===== src/rtl/fp_add_sched_if.sv =====
// rtl/fp_add_sched_if.sv - requester, shared-adder and response bundle for fp_add_sched
interface fp_add_sched_if #(
  parameter int unsigned NUM_REQ  = 4,
  parameter int unsigned FP_WIDTH = 32
);

  // requester side: one operation slot per requester
  logic [NUM_REQ-1:0]                req_valid_i;
  logic [NUM_REQ-1:0]                req_ready_o;
  logic [NUM_REQ-1:0][FP_WIDTH-1:0]  req_a_i;
  logic [NUM_REQ-1:0][FP_WIDTH-1:0]  req_b_i;
  logic [NUM_REQ-1:0]                req_sub_i;
  logic [NUM_REQ-1:0][2:0]           req_rnd_i;

  // shared add + round unit
  logic [FP_WIDTH-1:0]               add_a_o;
  logic [FP_WIDTH-1:0]               add_b_o;
  logic                              add_sub_o;
  logic [2:0]                        add_rnd_o;
  logic                              add_start_o;
  logic                              add_done_i;
  logic [FP_WIDTH-1:0]               add_res_i;
  logic [4:0]                        add_flags_i;

  // response side: result/flags shared, valid per requester
  logic [NUM_REQ-1:0]                rsp_valid_o;
  logic [NUM_REQ-1:0]                rsp_ready_i;
  logic [FP_WIDTH-1:0]               rsp_res_o;
  logic [4:0]                        rsp_flags_o;

  // status
  logic                              busy_o;
  logic [31:0]                       op_cnt_o;

  // scheduler view
  modport slave (
    input  req_valid_i, req_a_i, req_b_i, req_sub_i, req_rnd_i,
    output req_ready_o,
    output add_a_o, add_b_o, add_sub_o, add_rnd_o, add_start_o,
    input  add_done_i, add_res_i, add_flags_i,
    output rsp_valid_o, rsp_res_o, rsp_flags_o,
    input  rsp_ready_i,
    output busy_o, op_cnt_o
  );

  // environment view: requesters plus the shared unit
  modport master (
    output req_valid_i, req_a_i, req_b_i, req_sub_i, req_rnd_i,
    input  req_ready_o,
    input  add_a_o, add_b_o, add_sub_o, add_rnd_o, add_start_o,
    output add_done_i, add_res_i, add_flags_i,
    input  rsp_valid_o, rsp_res_o, rsp_flags_o,
    output rsp_ready_i,
    input  busy_o, op_cnt_o
  );

endinterface


===== src/rtl/fp_add_sched.sv =====
// rtl/fp_add_sched.sv - round-robin scheduler sharing one fp add/round unit among requesters
module fp_add_sched #(
  parameter int unsigned NUM_REQ   = 4,
  // format encoding: 0 = FP32, 1 = FP64, 2 = FP16, 3 = FP16ALT (bfloat16)
  parameter logic [1:0]  FP_FORMAT = 2'd0
) (
  input  logic          clk_i,
  input  logic          rst_ni,
  fp_add_sched_if.slave bus
);

  function automatic int unsigned fp_width(input logic [1:0] fmt);
    case (fmt)
      2'd0:    return 32;
      2'd1:    return 64;
      2'd2:    return 16;
      default: return 16;
    endcase
  endfunction

  localparam int unsigned FP_WIDTH = fp_width(FP_FORMAT);
  localparam int unsigned IDX_W    = $clog2(NUM_REQ);

  localparam logic [1:0] IDLE  = 2'd0;
  localparam logic [1:0] ISSUE = 2'd1;
  localparam logic [1:0] WAIT  = 2'd2;
  localparam logic [1:0] RESP  = 2'd3;

  localparam logic [IDX_W-1:0] LAST_IDX = IDX_W'(NUM_REQ - 1);

  logic [1:0]          state_q;
  logic [IDX_W-1:0]    gnt_q;
  logic [IDX_W-1:0]    ptr_q;
  logic [FP_WIDTH-1:0] a_q;
  logic [FP_WIDTH-1:0] b_q;
  logic                sub_q;
  logic [2:0]          rnd_q;
  logic [FP_WIDTH-1:0] res_q;
  logic [4:0]          flags_q;
  logic [31:0]         cnt_q;

  logic                arb_found;
  logic [IDX_W-1:0]    arb_idx;
  logic [NUM_REQ-1:0]  arb_onehot;
  logic [NUM_REQ-1:0]  gnt_onehot;
  logic                rsp_take;
  logic                unit_done;

  // rotating priority search: first valid requester at or after ptr, wrapping to 0
  always_comb begin
    int unsigned cand;
    cand      = 0;
    arb_found = 1'b0;
    arb_idx   = '0;
    for (int unsigned i = 0; i < NUM_REQ; i++) begin
      cand = (32'(ptr_q) + i) % NUM_REQ;
      if (!arb_found && bus.req_valid_i[IDX_W'(cand)]) begin
        arb_found = 1'b1;
        arb_idx   = IDX_W'(cand);
      end
    end
  end

  assign arb_onehot = NUM_REQ'(1) << arb_idx;
  assign gnt_onehot = NUM_REQ'(1) << gnt_q;

  // done only matters while an op is actually outstanding at the unit
  assign unit_done = bus.add_done_i && (state_q == ISSUE || state_q == WAIT);
  // only the granted requester can retire the response
  assign rsp_take  = (state_q == RESP) && bus.rsp_ready_i[gnt_q];

  // accept handshake exists only in IDLE, and only toward the winner
  assign bus.req_ready_o = (state_q == IDLE && arb_found) ? arb_onehot : '0;

  assign bus.add_a_o     = a_q;
  assign bus.add_b_o     = b_q;
  assign bus.add_sub_o   = sub_q;
  assign bus.add_rnd_o   = rnd_q;
  assign bus.add_start_o = (state_q == ISSUE);

  assign bus.rsp_valid_o = (state_q == RESP) ? gnt_onehot : '0;
  assign bus.rsp_res_o   = res_q;
  assign bus.rsp_flags_o = flags_q;

  assign bus.busy_o      = (state_q != IDLE);
  assign bus.op_cnt_o    = cnt_q;

  // state machine, operand/result latches, rotation pointer and completion counter
  always_ff @(posedge clk_i or negedge rst_ni) begin
    if (!rst_ni) begin
      state_q <= IDLE;
      gnt_q   <= '0;
      ptr_q   <= '0;
      a_q     <= '0;
      b_q     <= '0;
      sub_q   <= 1'b0;
      rnd_q   <= '0;
      res_q   <= '0;
      flags_q <= '0;
      cnt_q   <= '0;
    end else begin
      case (state_q)
        IDLE: begin
          if (arb_found) begin
            gnt_q   <= arb_idx;
            a_q     <= bus.req_a_i[arb_idx];
            b_q     <= bus.req_b_i[arb_idx];
            sub_q   <= bus.req_sub_i[arb_idx];
            rnd_q   <= bus.req_rnd_i[arb_idx];
            state_q <= ISSUE;
          end
        end
        ISSUE, WAIT: begin
          // a combinational unit answers during ISSUE, skipping WAIT entirely
          if (unit_done) begin
            res_q   <= bus.add_res_i;
            flags_q <= bus.add_flags_i;
            state_q <= RESP;
          end else begin
            state_q <= WAIT;
          end
        end
        RESP: begin
          if (rsp_take) begin
            ptr_q   <= (gnt_q == LAST_IDX) ? '0 : gnt_q + IDX_W'(1);
            cnt_q   <= cnt_q + 32'd1;
            state_q <= IDLE;
          end
        end
        default: state_q <= IDLE;
      endcase
    end
  end

endmodule


===== src/flat_wrapper.sv =====
// flat-port wrapper written by rule: the top's interface ports become plain ports
module fp_add_sched_flat 
#(
  parameter int unsigned NUM_REQ   = 4,
                                                                          
  parameter logic [1:0]  FP_FORMAT = 2'd0
)
  (clk_i, rst_ni, bus_req_valid_i, bus_req_a_i, bus_req_b_i, bus_req_sub_i, bus_req_rnd_i, bus_req_ready_o, bus_add_a_o, bus_add_b_o, bus_add_sub_o, bus_add_rnd_o, bus_add_start_o, bus_add_done_i, bus_add_res_i, bus_add_flags_i, bus_rsp_valid_o, bus_rsp_res_o, bus_rsp_flags_o, bus_rsp_ready_i, bus_busy_o, bus_op_cnt_o);
  fp_add_sched_if #(.NUM_REQ(NUM_REQ), .FP_WIDTH((32))) bus_i ();
  input  logic clk_i;
  input  logic rst_ni;
  input wire logic [$bits(bus_i.req_valid_i)-1:0] bus_req_valid_i;
  input wire logic [$bits(bus_i.req_a_i)-1:0] bus_req_a_i;
  input wire logic [$bits(bus_i.req_b_i)-1:0] bus_req_b_i;
  input wire logic [$bits(bus_i.req_sub_i)-1:0] bus_req_sub_i;
  input wire logic [$bits(bus_i.req_rnd_i)-1:0] bus_req_rnd_i;
  output wire logic [$bits(bus_i.req_ready_o)-1:0] bus_req_ready_o;
  output wire logic [$bits(bus_i.add_a_o)-1:0] bus_add_a_o;
  output wire logic [$bits(bus_i.add_b_o)-1:0] bus_add_b_o;
  output wire logic [$bits(bus_i.add_sub_o)-1:0] bus_add_sub_o;
  output wire logic [$bits(bus_i.add_rnd_o)-1:0] bus_add_rnd_o;
  output wire logic [$bits(bus_i.add_start_o)-1:0] bus_add_start_o;
  input wire logic [$bits(bus_i.add_done_i)-1:0] bus_add_done_i;
  input wire logic [$bits(bus_i.add_res_i)-1:0] bus_add_res_i;
  input wire logic [$bits(bus_i.add_flags_i)-1:0] bus_add_flags_i;
  output wire logic [$bits(bus_i.rsp_valid_o)-1:0] bus_rsp_valid_o;
  output wire logic [$bits(bus_i.rsp_res_o)-1:0] bus_rsp_res_o;
  output wire logic [$bits(bus_i.rsp_flags_o)-1:0] bus_rsp_flags_o;
  input wire logic [$bits(bus_i.rsp_ready_i)-1:0] bus_rsp_ready_i;
  output wire logic [$bits(bus_i.busy_o)-1:0] bus_busy_o;
  output wire logic [$bits(bus_i.op_cnt_o)-1:0] bus_op_cnt_o;
  assign bus_i.req_valid_i = bus_req_valid_i;
  assign bus_i.req_a_i = bus_req_a_i;
  assign bus_i.req_b_i = bus_req_b_i;
  assign bus_i.req_sub_i = bus_req_sub_i;
  assign bus_i.req_rnd_i = bus_req_rnd_i;
  assign bus_req_ready_o = bus_i.req_ready_o;
  assign bus_add_a_o = bus_i.add_a_o;
  assign bus_add_b_o = bus_i.add_b_o;
  assign bus_add_sub_o = bus_i.add_sub_o;
  assign bus_add_rnd_o = bus_i.add_rnd_o;
  assign bus_add_start_o = bus_i.add_start_o;
  assign bus_i.add_done_i = bus_add_done_i;
  assign bus_i.add_res_i = bus_add_res_i;
  assign bus_i.add_flags_i = bus_add_flags_i;
  assign bus_rsp_valid_o = bus_i.rsp_valid_o;
  assign bus_rsp_res_o = bus_i.rsp_res_o;
  assign bus_rsp_flags_o = bus_i.rsp_flags_o;
  assign bus_i.rsp_ready_i = bus_rsp_ready_i;
  assign bus_busy_o = bus_i.busy_o;
  assign bus_op_cnt_o = bus_i.op_cnt_o;
  fp_add_sched #(.NUM_REQ(NUM_REQ), .FP_FORMAT(FP_FORMAT)) u_core (.clk_i(clk_i), .rst_ni(rst_ni), .bus(bus_i));
endmodule

===== config.mk =====
export PLATFORM = sky130hd
export DESIGN_NAME = fp_add_sched_flat
export DESIGN_NICKNAME = d
export VERILOG_FILES = /design/src/rtl/fp_add_sched_if.sv /design/src/rtl/fp_add_sched.sv /design/src/flat_wrapper.sv
export SDC_FILE = /design/constraint.sdc
export NUM_CORES = 1
export LEC_CHECK = 0
export CORE_AREA = 2 2 183 185
export CTS_CLUSTER_DIAMETER = 80
export DETAILED_ROUTE_END_ITERATION = 6
export DIE_AREA = 0 0 185 187
export PLACE_DENSITY = 0.51
export REMOVE_ABC_BUFFERS = 1
export SLEW_MARGIN = 15
export SYNTH_ARGS = -nofsm -noshare
export SYNTH_HDL_FRONTEND = slang
export SYNTH_SLANG_ARGS = --single-unit
export TNS_END_PERCENT = 20

===== constraint.sdc =====
create_clock -name clk_i -period 3.2 [get_ports clk_i]
set_input_delay 0.96 -clock clk_i [delete_from_list [all_inputs] [get_ports clk_i]]
set_output_delay 0.96 -clock clk_i [all_outputs]
set_load 0.1 [all_outputs]

# Word-level counts from Yosys, hierarchy flattened
# Cells that the tools add are included.
[word_totals] ff_bits=143 in_bits=320 output_inout_bits=147 elab_cells=79
[op_classes] add_sub_neg=5 n_lt_le_gt_ge=6 n_eq_ne=6 shifts=2 muxes=33 n_reduce_logical=17
[op_table] op="32-bit binary-select mux with 2-bit select" n=2
[op_table] op="32-bit 2-to-1 mux" n=2
[op_table] op="32-bit by 1-bit adder with 32-bit output (second input constant)" n=1
[op_table] op="2-bit by 3-bit < comparator with 1-bit output (second input constant)" n=6
[op_table] op="2-bit 2-to-1 mux" n=7
[op_table] op="1-bit binary-select mux with 2-bit select" n=6
[op_table] op="1-bit 2-to-1 mux" n=11
[op_table] op="4-bit 2-to-1 mux" n=2
[op_table] op="2-bit AND reduction" n=4
[op_table] op="1-bit by 2-bit << shifter with 4-bit output (first input constant)" n=2
[op_table] op="3-bit binary-select mux with 2-bit select" n=1
[op_table] op="2-bit == test (second input constant)" n=3
[op_table] op="1-bit logical AND" n=6
[op_table] op="2-bit one-hot mux with 3 select lines" n=1
[op_table] op="2-bit by 1-bit adder with 2-bit output (second input constant)" n=2
[op_table] op="2-bit adder (second input constant)" n=2
[op_table] op="2-bit by 1-bit inequality test with 1-bit output (second input constant)" n=2
[op_table] op="1-bit zero test" n=3
[op_table] op="3-bit 2-to-1 mux" n=1
[op_table] op="2-bit by 1-bit == test with 1-bit output (second input constant)" n=1
[op_table] op="2-bit zero test" n=1
[op_table] op="2-bit nonzero test" n=1
[op_table] op="2-bit OR reduction" n=1
[op_table] op="1-bit logical OR" n=1

# Longest topological paths before layout
[depth] depth_word=14 mapped_depth=8 depth_no_buf=6

# Least setup slack after synthesis
# OpenSTA, ideal clock, no wires.
[synth_path] kind="input -> output" startpoint="input port bus_req_valid_i[0]" endpoint="output port bus_req_ready_o[3]" arrival_time_ns=3.050 required_ns=2.240 slack_ns=-0.810 path_stages=7 n_path_buf=3 path_cell_list="nor4_1 -> nand2b_1 -> buf_2 -> or2_1 -> buf_2 -> buf_2 -> nor2_1"
[synth_via] elab_chain_len=14
[synth_rtl] element="from (decl)" line_no="flat_wrapper.sv:12" rtl="input wire logic [$bits(bus_i.req_valid_i)-1:0] bus_req_valid_i;"
[synth_rtl] element="1-bit binary-select mux with 2-bit select" line_no="fp_add_sched.sv:57" rtl="if (!arb_found && bus.req_valid_i[IDX_W'(cand)]) begin"
[synth_rtl] element="1-bit 2-to-1 mux (not written as such)" line_no="fp_add_sched.sv:57"
[synth_rtl] element="1-bit 2-to-1 mux" line_no="fp_add_sched.sv:57"
[synth_rtl] element="1-bit zero test" line_no="fp_add_sched.sv:57"
[synth_rtl] element="1-bit logical AND" line_no="fp_add_sched.sv:57"
[synth_rtl] element="1-bit 2-to-1 mux" line_no="fp_add_sched.sv:57"
[synth_rtl] element="1-bit zero test" line_no="fp_add_sched.sv:57"
[synth_rtl] element="1-bit logical AND" line_no="fp_add_sched.sv:57"
[synth_rtl] element="1-bit 2-to-1 mux" line_no="fp_add_sched.sv:57"
[synth_rtl] element="1-bit zero test" line_no="fp_add_sched.sv:57"
[synth_rtl] element="1-bit logical AND" line_no="fp_add_sched.sv:57"
[synth_rtl] element="2-bit 2-to-1 mux / 1-bit 2-to-1 mux (equally long branches)" line_no="fp_add_sched.sv:57"
[synth_rtl] element="1-bit by 2-bit << shifter with 4-bit output / 1-bit logical AND (equally long branches)" line_no="fp_add_sched.sv:64, fp_add_sched.sv:73"
[synth_rtl] element="4-bit 2-to-1 mux *" line_no="fp_add_sched.sv:73" rtl="assign bus.req_ready_o = (state_q == IDLE && arb_found) ? arb_onehot : '0;"
[synth_rtl] element="to (decl)" line_no="flat_wrapper.sv:17" rtl="output wire logic [$bits(bus_i.req_ready_o)-1:0] bus_req_ready_o;"
# Mark *: on every way between the ends. The rest lies on a longest branch, timed or not. The select of a mux whose other input is x is not followed.

# Worst setup path after layout
[layout_path] startpoint="input port bus_req_valid_i[0]" endpoint="output port bus_req_ready_o[0]"
# Same word-level chain as after synthesis.

==> flow_summary.yaml <==
synth:
  ys_seq_area_share_pct: 48.2
  synth_edf_count: 0
  syn_area_um2: 7420
  synth_warnings: 0
  synthDistinctLibCells: 37
  synth-seq-cells: 143
  synthArstFlopShare_pct: 100
  avgSynthCellArea_um2: 11.5
  synthFlopType: "dfrtp_1"
  syn_inst: 647
clock_network:
  ctsHtreeMaxLevel: 4
  numCtsBuffers: 17
  clock_path_buffers: 2
  cts_tree: "done"
  cts.sink_count: 143
  cts_root_buf: "clkbuf_16"
  clk_pin_slew_ps: 70
  clk_latency_ps: 440
worst_setup_path:
  required_ps: 2240
  crit_type: "input port to output pin"
  worst_setup_path_start_kind: "input port"
  cpPeakStageDelay_ps: 280
  r2r_start: "u_core.ptr_q[1]"
  startpoint: "bus_req_valid_i[0]"
  path_cells: "buf_2 > mux2_4 > a32oi_2 > o21ai_1 > buf_4 > and3_4 > buf_12"
  crit_path_max_fanout: 5
  cp-end-kind: "output pin"
  critPathSlowestCell: "mux2_4"
  cp.arrival_ps: 2200
grt:
  grt_max_degree: 71
  grt-ovfl-total: 0
  first_global_vias: 7454
  antenna_found_initial: 2
  grt_first_pass_wirelength_um: 45100
  grt_usage_pct: 17.5
cells_and_area:
  utilization_pct: 39.7
  area_growth_pct: 75.5
  drive_above_1_share_pct: 24.0
  fin_nets: 1443
timing:
  setup_slack_ps: 41.5
  fmax_mhz: 317
  fin_skew_ps: 6.91
  worstMarginPinSlew_ps: 958
  finalHoldViolCount: 0
  max-slew-margin-rel_pct: 36.1
  finalCriticalPeriod_ps: 3160
  setup_viol: 0
  finalCritPeriodShare_pct: 98.7
  slew_violations: 0
  rsz0062_at_grt: "no"
die:
  coreArea_um2: 32900
  die_area_um2: 34600
  start_util_pct: 22.6
  num_io_pins: 467
  die_h_um: 187
  rows: 67
  fp.dieW_um: 185
route:
  num_vias: 6982
  ant_nets: 0
  drt_iter0_markers: 282
  drc: 0
  vias_per_cell: 4.43
  drtPass1Iterations: 4
  drt_wl_total_um: 30800
  avgRoutedWirePerCell_um: 19.5
placement:
  dp_worst_setup_slack_ps: -470
  gp_congestion: 0.804
  port_buffers: 466
  post-dp-hpwl_um: 23400
power:
  peakVddDrop_v: 0.000827
  power_density_nw_per_um2: 1140
  total_leakage_power_nw: 6.02
job:
  maxCapViolations: 0
worst_hold_path:
  hp-class: "input port to asynchronous set/reset pin"
run_status:
  status: "finished, final reports clean"
[kinds of logic (layout without fill, tap and decap cells)]
group,after synthesis,after routing,share of synthesized area [%]
xor gates and xnor gates,31,31,3.66
muxes,175,175,24.4
buffers and inverters,54,534,3.59
adders and majority gates,8,8,1.35
DFF,143,143,48.2
AOI/OAI and AO/OA,83,83,9.20
and+or+nand+nor,153,153,9.59
other,0,2,0
[path summary, 6_finish.rpt]
kind / endpoint / slack, ps / depth (start not counted)
setup / recovery: bus_req_ready_o[0] / 40 / 7
setup reg to reg: u_core.bus.add_a_o[23] / 960 / 8
min in group clk_i: u_core.bus.op_cnt_o[31] / 480 / 1
max in group asynchronous: u_core.bus.op_cnt_o[6] / 2050 / 2
hold / removal: u_core.bus.op_cnt_o[15] / 460 / 1
hold reg to reg: u_core.bus.op_cnt_o[31] / 480 / 1
[cells in the final DEF, fill, tap and decap left out, types with 4 or more instances in the layout]
cell,n
mux2_2,37
clkinv_2,5
inv_1,9
nand2_1,91
and3_1,4
ha_1,8
xnor2_1,15
nor2_1,6
o21ai_0,5
clkbuf_16,17
nor3_1,8
clkdlybuf4s50_1,314
buf_4,167
nand3_1,7
mux2i_1,136
dfrtp_1,143
and2_1,6
nand4_1,8
xor2_1,16
buf_12,7
o221ai_1,68
[flip-flops by register name, summed over array words and instances, names as in the netlist]
register / flops
u_core.bus.add_a_o: 32
u_core.bus.rsp_flags_o: 5
u_core.bus.add_sub_o: 1
u_core.ptr_q: 2
u_core.state_q: 2
u_core.bus.rsp_res_o: 32
u_core.bus.op_cnt_o: 32
u_core.gnt_q: 2
u_core.bus.add_rnd_o: 3
u_core.bus.add_b_o: 32
[critical path, delay by kind of cell]
| kind | cells | cell delay, ps |
|---|---|---|
| buffers and inverters | 3 | 490 |
| and+or+nand+nor | 1 | 160 |
| AOI/OAI and AO/OA | 2 | 310 |
| muxes | 1 | 280 |
[power by group]
part	total, mW	switching, mW	internal (mW)
Combinational	9.85	7.29	2.56
Clock	2.09	0.817	1.28
Sequential	2.98	0.428	2.55
Total	14.9	8.53	6.39
[metrics by stage]
stage          area [µm²]  total power [mW]  hold slack (ps)  TNS (ps)  instances
6_report            13000              14.9              460         0       1577
4_1_cts             13000              15.1              466         0       1575
5_1_grt             13000              15.6              489         0       1576
3_5_place_dp        12400              12.9              474     -8640       1542
3_3_place_gp        12400              12.8              471     -8950       1542
2_1_floorplan        7190              10.4              527    -87080        603
[Yosys cell counts, types with 7 or more instances]
cell / instances / area [µm²]
inv_1: 10 / 37.5
nand4_1: 8 / 50.1
o221ai_1: 68 / 596
nand2_1: 92 / 345
nand3_1: 7 / 35.0
ha_1: 8 / 100
nor2_1: 9 / 33.8
mux2_2: 37 / 417
clkbuf_1: 18 / 67.6
buf_2: 21 / 105
nor3_1: 8 / 40.0
xnor2_1: 15 / 131
dfrtp_1: 143 / 3580
xor2_1: 16 / 140
mux2i_1: 136 / 1360
[per-layer routing]
metal	wire length [µm]	up-vias	GRT usage [%]
met1	12400	3338	20.4
met3	2530	35	5.39
met4	779	0	6.84
met2	15100	292	29.8
met5	0	-	0
li1	-	3317	-
[area by class of cell]
type / count / area, µm²
fillers: 3302 / 19800
repair buffers: 493 / 4570
multi-input cells: 450 / 3670
flip-flops and latches: 143 / 3580
well taps: 448 / 561
clock buffers: 20 / 467
clock inverters: 11 / 139
inverters: 10 / 37.5
diodes: 2 / 5.00
[what timing repair did]
item,in CTS,in global routing
endpoints found under the setup margin,4,4
pin swaps,4,2
setup buffers,2,0
hold endpoints to repair,0,0
hold buffers,0,0
resized for setup,27,4
Note: power is estimated with default switching activity, not from simulation.
